===== config.mk =====
export PLATFORM = sky130hd
export DESIGN_NAME = node_packet_injector
export DESIGN_NICKNAME = d
export VERILOG_FILES = /design/src/rtl/interconnect_pkg.sv /design/src/rtl/injector_fifo.sv /design/src/rtl/node_packet_injector.sv
export SDC_FILE = /design/constraint.sdc
export NUM_CORES = 1
export LEC_CHECK = 0
export ABC_AREA = 1
export BUFFER_PORTS_ARGS = -buffer_cell sky130_fd_sc_hd__buf_2
export CAP_MARGIN = 0
export CORE_MARGIN = 4
export CORE_UTILIZATION = 35
export CTS_CLUSTER_DIAMETER = 200
export CTS_CLUSTER_SIZE = 20
export DETAILED_ROUTE_END_ITERATION = 10
export PLACE_DENSITY = 0.62
export SKIP_CTS_REPAIR_TIMING = 1
export SLEW_MARGIN = 20
export SYNTH_ARGS = -nofsm -noshare
export SYNTH_HDL_FRONTEND = slang
export SYNTH_HIERARCHICAL = 1
export SYNTH_SLANG_ARGS = --single-unit

===== constraint.sdc =====
create_clock -name shiftInCLK -period 1.85 [get_ports shiftInCLK]
set_clock_uncertainty 0.05 [all_clocks]
set_input_delay 0.4625 -clock shiftInCLK [delete_from_list [all_inputs] [get_ports shiftInCLK]]
set_output_delay 0.4625 -clock shiftInCLK [all_outputs]
set_load 0.005 [all_outputs]

===== src/rtl/interconnect_pkg.sv =====
// Shared definitions for the serial interconnect (injector, node, receiver).
// Frame layout, MSB first: {dest[IP_WIDTH-1:0], src[IP_WIDTH-1:0], payload}.
// Header offsets are counted down from the frame MSB.
package interconnect_pkg;
  localparam int IP_WIDTH  = 3;
  localparam int HDR_WIDTH = 2 * IP_WIDTH;
  localparam int DEST_OFS  = 0;
  localparam int SRC_OFS   = IP_WIDTH;

  typedef enum logic [1:0] {
    ST_IDLE  = 2'd0,
    ST_SHIFT = 2'd1,
    ST_GAP   = 2'd2
  } link_state_e;
endpackage


===== src/rtl/injector_fifo.sv =====
// Small synchronous FIFO holding host packets waiting to be serialised.
// Ports:
//   clk, rst_n        clock, async active-low reset (empties the FIFO)
//   push, wdata       write strobe/data (caller only pushes when not_full)
//   pop, rdata        read strobe, head-of-queue data (valid when not_empty)
//   not_full          registered occupancy < DEPTH
//   not_empty         registered occupancy != 0
//   not_empty_d       occupancy after this edge != 0 (for registered status)
module injector_fifo #(
  parameter int DEPTH = 2,
  parameter int WIDTH = 16
) (
  input  logic             clk,
  input  logic             rst_n,
  input  logic             push,
  input  logic [WIDTH-1:0] wdata,
  input  logic             pop,
  output logic [WIDTH-1:0] rdata,
  output logic             not_full,
  output logic             not_empty,
  output logic             not_empty_d
);
  localparam int PTR_W = (DEPTH > 1) ? $clog2(DEPTH) : 1;
  localparam int CNT_W = $clog2(DEPTH + 1);

  logic [WIDTH-1:0] mem_q [DEPTH];
  logic [PTR_W-1:0] wr_ptr_q, wr_ptr_d, rd_ptr_q, rd_ptr_d;
  logic [CNT_W-1:0] cnt_q, cnt_d;

  // Pointers wrap explicitly so non-power-of-two depths work.
  always_comb begin
    wr_ptr_d = wr_ptr_q;
    rd_ptr_d = rd_ptr_q;
    cnt_d    = cnt_q;
    if (push) wr_ptr_d = (wr_ptr_q == PTR_W'(DEPTH - 1)) ? '0 : wr_ptr_q + PTR_W'(1);
    if (pop)  rd_ptr_d = (rd_ptr_q == PTR_W'(DEPTH - 1)) ? '0 : rd_ptr_q + PTR_W'(1);
    case ({push, pop})
      2'b10:   cnt_d = cnt_q + CNT_W'(1);
      2'b01:   cnt_d = cnt_q - CNT_W'(1);
      default: cnt_d = cnt_q;
    endcase
  end

  always_ff @(posedge clk or negedge rst_n) begin
    if (!rst_n) begin
      wr_ptr_q <= '0;
      rd_ptr_q <= '0;
      cnt_q    <= '0;
    end else begin
      wr_ptr_q <= wr_ptr_d;
      rd_ptr_q <= rd_ptr_d;
      cnt_q    <= cnt_d;
    end
  end

  // Storage needs no reset: contents are only read when occupancy says so.
  always_ff @(posedge clk) begin
    if (push) mem_q[wr_ptr_q] <= wdata;
  end

  assign rdata       = mem_q[rd_ptr_q];
  assign not_full    = (cnt_q < CNT_W'(DEPTH));
  assign not_empty   = (cnt_q != '0);
  assign not_empty_d = (cnt_d != '0);
endmodule


===== src/rtl/node_packet_injector.sv =====
// Host-side packet injector: buffers host packets, prepends the
// {dest, src} header and shifts frames MSB-first into a node's serial input.
// Ports:
//   shiftInCLK, resetN     clock, async active-low reset
//   txValid/txReady        host handshake; txDest, txPayload packet fields
//   linkHold               node busy; only blocks the start of a frame
//   shiftOutData/CS        serial data and frame enable to the node
//   txDropSelf             pulse: a self-addressed packet was discarded
//   sentCount              completed frames (8-bit, wraps)
//   busy                   FSM not idle or FIFO non-empty
module node_packet_injector import interconnect_pkg::*; #(
  parameter logic [IP_WIDTH-1:0] NODE_IP = 3'b000,
  parameter int PACKET_WIDTH = 16,
  parameter int GAP_CYCLES   = 1,
  parameter int FIFO_DEPTH   = 2
) (
  input  logic                             shiftInCLK,
  input  logic                             resetN,
  input  logic                             txValid,
  input  logic [IP_WIDTH-1:0]              txDest,
  input  logic [PACKET_WIDTH-HDR_WIDTH-1:0] txPayload,
  output logic                             txReady,
  input  logic                             linkHold,
  output logic                             shiftOutData,
  output logic                             shiftOutCS,
  output logic                             txDropSelf,
  output logic [7:0]                       sentCount,
  output logic                             busy
);
  localparam int PAY_W = PACKET_WIDTH - HDR_WIDTH;
  localparam int CNT_W = $clog2(PACKET_WIDTH + GAP_CYCLES + 1);

  link_state_e             state_q, state_d;
  logic [PACKET_WIDTH-1:0] shreg_q, shreg_d, frame, head;
  logic [CNT_W-1:0]        cnt_q, cnt_d;
  logic [7:0]              sent_q, sent_d;
  logic cs_q, cs_d, data_q, data_d, drop_q, drop_d, busy_q, busy_d;
  logic accept, self_addr, push, pop, fifo_not_empty, fifo_not_empty_d;

  assign accept    = txValid && txReady;
  assign self_addr = (txDest == NODE_IP);
  assign push      = accept && !self_addr;

  always_comb begin
    frame = '0;
    frame[PACKET_WIDTH-1-DEST_OFS -: IP_WIDTH] = txDest;
    frame[PACKET_WIDTH-1-SRC_OFS  -: IP_WIDTH] = NODE_IP;
    frame[PAY_W-1:0] = txPayload;
  end

  injector_fifo #(.DEPTH(FIFO_DEPTH), .WIDTH(PACKET_WIDTH)) u_fifo (
    .clk        (shiftInCLK),
    .rst_n      (resetN),
    .push       (push),
    .wdata      (frame),
    .pop        (pop),
    .rdata      (head),
    .not_full   (txReady),
    .not_empty  (fifo_not_empty),
    .not_empty_d(fifo_not_empty_d)
  );

  // cnt_q holds bits still to present in SHIFT, and remaining gap cycles in GAP.
  // The start edge presents the MSB directly from the FIFO head.
  always_comb begin
    state_d = state_q;
    shreg_d = shreg_q;
    cnt_d   = cnt_q;
    sent_d  = sent_q;
    cs_d    = 1'b0;
    data_d  = 1'b0;
    pop     = 1'b0;
    case (state_q)
      ST_IDLE: begin
        if (fifo_not_empty && !linkHold) begin
          pop     = 1'b1;
          state_d = ST_SHIFT;
          cs_d    = 1'b1;
          data_d  = head[PACKET_WIDTH-1];
          shreg_d = head << 1;
          cnt_d   = CNT_W'(PACKET_WIDTH - 1);
        end
      end
      ST_SHIFT: begin
        if (cnt_q == '0) begin
          state_d = ST_GAP;
          sent_d  = sent_q + 8'd1;
          cnt_d   = CNT_W'(GAP_CYCLES - 1);
        end else begin
          cs_d    = 1'b1;
          data_d  = shreg_q[PACKET_WIDTH-1];
          shreg_d = shreg_q << 1;
          cnt_d   = cnt_q - CNT_W'(1);
        end
      end
      ST_GAP: begin
        if (cnt_q == '0) state_d = ST_IDLE;
        else             cnt_d   = cnt_q - CNT_W'(1);
      end
      default: state_d = ST_IDLE;
    endcase
    drop_d = accept && self_addr;
    busy_d = (state_d != ST_IDLE) || fifo_not_empty_d;
  end

  always_ff @(posedge shiftInCLK or negedge resetN) begin
    if (!resetN) begin
      state_q <= ST_IDLE;
      shreg_q <= '0;
      cnt_q   <= '0;
      sent_q  <= '0;
      cs_q    <= 1'b0;
      data_q  <= 1'b0;
      drop_q  <= 1'b0;
      busy_q  <= 1'b0;
    end else begin
      state_q <= state_d;
      shreg_q <= shreg_d;
      cnt_q   <= cnt_d;
      sent_q  <= sent_d;
      cs_q    <= cs_d;
      data_q  <= data_d;
      drop_q  <= drop_d;
      busy_q  <= busy_d;
    end
  end

  assign shiftOutCS   = cs_q;
  assign shiftOutData = data_q;
  assign txDropSelf   = drop_q;
  assign sentCount    = sent_q;
  assign busy         = busy_q;
endmodule


==> summary.md <==
| Metric | Value |
|---|---|
| WS Path Type | flip-flop to flip-flop |
| Via-to-Cell Ratio | 4.55 |
| Xor/xnor share of the synthesized area | 1.90% |
| Initial antenna violation count | 0 |
| Fin crit period | 1720 ps |
| Area Overhead vs Synth | 19.7% |
| Die Y | 104 um |
| Area after DPL | 3550 um2 |
| RePlAce Congestion | 0.763 |
| DPL Wire Length | 3.68 mm |
| WL/cell | 12.1 um |
| Slew Viols, Final | 0 |
| R2r setup slk | 130 ps |
| Cell area after layout | 3850 um2 |
| Vias in the first global route | 2082 |
| Synth cell types | 28 |
| Crit path to | busy |
| Crit path launch type | flip-flop |
| Ports | 30 |
| Path depth of the worst reg2reg path | 12 |
| CTS tree | done |
| CTS max path bufs | 2 |
| Adder-cell share of the synthesized area | 2.72% |
| First-pass GRT wire length | 9.40 mm |
| Number of I/O port buffers | 29 |
| GRT Util Overall | 10.8% |
| Largest family of logic cells by synthesized area | simple AND/OR/NAND/NOR gates |
| Gate Count Post-Synth | 291 |
| Storage element area | 1910 um2 |
| Reg clk slew, reported paths | 70 ps |
| Post-Synthesis Cell Area | 3220 um2 |
| Fmax | 0.581 GHz |
| Initial Util | 36.4% |
| Leading cell type in the layout, fill and taps excluded | nand2_1 |
| Post-synthesis compound-gate area fraction | 3.42% |
| Final ANT Viol Nets | 0 |
| Crit. Startpoint | u_fifo/cnt_q[0] |
| PD cells | 1610 nW/um2 |
| Vias | 2063 |
| Worst VDD drop | 0.000487 V |
| CP endpoint kind | flip-flop |
| Synth top area cells | edfxtp_1 30%, dfrtp_1 30%, nand2_1 9.0% |
| Syn Area/Cell | 11.1 um2 |
| Clock latency on the worst-skew pair | 340 ps |
| First drt pass iteration count | 4 |
| Mux cell area share after synthesis | 11.0% |
| Seq cells post-synth | 70 |
| CP Data Arrival Time | 1890 ps |
| Terminus of the critical flop-to-flop path | busy |
| Sequential area share after synthesis | 59.4% |
| Total CTS buffers | 9 |
| Synth top area share | 29.8% |
| Core Region | 8850 um2 |
| YS warnings | 6 |
| H-tree level count | 3 |
| Reg-to-reg startpoint | u_fifo/cnt_q[0] |
| Global route overflow | 0 |
| Routed WL | 5.49 mm |
| Die ar. | 10800 um2 |
| Post-route DRC | 0 |
| Root Driver | clkbuf_8 |
| Dominant cell type by area after synthesis | edfxtp_1 |
| CP max FO | 3 |
| Final Cycle Share | 93.1% |
| Status | finished, final reports clean |
| Pin count of the biggest net entering global routing | 39 |
| Final Hold Viols | 0 |
| Simple-Gate Fraction of Synth Area | 15.7% |
| Rows | 34 |
| Area occupied by multi-input gates | 1170 um2 |
| Path type of the worst min-delay path | input port to async pin |
| Layout cell share with drive strength beyond 1 | 23.5% |
| 1st-iter DRT viols | 107 |
| Max Cap Viol | 0 |
| Antenna fix cells | 0 |
| Commonest non-fill, non-tap cells in the layout | 77 x nand2_1, 38 x dfrtp_1, 32 x edfxtp_1 |
| Leak Pwr | 1.78 nW |
| NumNets Final | 364 |
| Die width | 104 um |
| # fillers | 855 |
| Setup Viol. Count Final | 0 |
| Setup TNS | 0 ps |
| Crit path required time | 2020 ps |
| Clk sinks | 70 |
how the worst min path moves through the flow:
stage | end | slack (ps) | cells after the start
finish | sentCount[2] | 120 | 2
global route | cnt_q[4] | 160 | 2
CTS | cnt_q[4] | 130 | 2
detailed placement | shreg_q[12] | 420 | 2
global placement | shreg_q[12] | 410 | 2
floorplan | busy | 120 | 0
synthesized netlist by cell type:
library cell and number:
nand2_1 77, dfrtp_1 38, edfxtp_1 32, inv_1 31
nand3_1 15, mux2i_1 14, o21ai_0 12, mux2_4 9
nor2_1 9, a21oi_1 7, ha_1 7, mux2_2 7
xor2_1 5, buf_2 3, buf_4 3, nand3b_1 3
nand4_1 3, nor3_1 3, o21ai_1 3, xnor2_1 2
and3_1 1, buf_12 1, buf_6 1, conb_1 1
nand2_2 1, nand4_4 1, nor2_4 1, nor4_1 1
worst max-delay path: stages (launching register included):
cell     delay, ps
dfrtp_1        400
inv_1           90
nand2_1         80
nand2_1         90
inv_1           40
nand2_1        100
inv_2           80
ha_4           280
inv_1           50
nand4_1        110
nand3_1         90
inv_1           60
nand3_1         60
sequential cells by signal (all words and copies together) (netlist names):
register,flops
busy,1
cnt_q,5
sentCount,8
shiftOutCS,1
shiftOutData,1
shreg_q,15
state_q,2
txDropSelf,1
u_fifo/cnt_q,2
u_fifo/mem_q,32
u_fifo/rd_ptr_q,1
u_fifo/wr_ptr_q,1
layer usage:
metal | GRT usage (%) | up-vias | part of all wire [%]
met4 | 3.99 | 0 | 1.0
met2 | 18.4 | 35 | 50
met1 | 12.7 | 958 | 45
met3 | 3.41 | 6 | 4.1
met5 | 0 | - | 0
li1 | - | 1064 | -
report_power, final:
part	internal, mW	switching, mW
Sequential	2.11	0.230
Combinational	1.03	1.24
Clock	1.03	0.559
Total	4.16	2.03
through the flow:
step / instances / total power [mW] / utilization [%] / worst slack (ps) / hold slack (ps)
after floorplan: 296 / 4.05 / - / 171 / 117
after global placement: 435 / 4.52 / 40.1 / 61.9 / 415
after detailed placement: 435 / 4.58 / 40.1 / 7.77 / 423
after CTS: 451 / 6.19 / 43.1 / 18.5 / 126
after global routing: 453 / 6.65 / 43.6 / -1.96 / 165
final: 453 / 6.19 / 43.6 / 128 / 119
layout make-up:
| type | count | share of cell area [%] |
|---|---|---|
| Inverter | 31 | 3.12 |
| Timing Repair Buffer | 41 | 6.75 |
| Sequential cell | 70 | 49.6 |
| Multi-Input combinational cell | 187 | 30.3 |
| Clock inverter | 7 | 3.54 |
| Clock buffer | 9 | 3.21 |
| Tap cell | 108 | 3.51 |
cell families after synthesis:
kind of cell               count (synthesis)
AOI/OAI and AO/OA                         22
buffers and inverters                     39
adders and majority gates                  7
and+or+nand+nor                          115
DFF                                       70
xor gates and xnor gates                   7
muxes                                     30
other                                      1
Power figures use the tool's default switching activity.
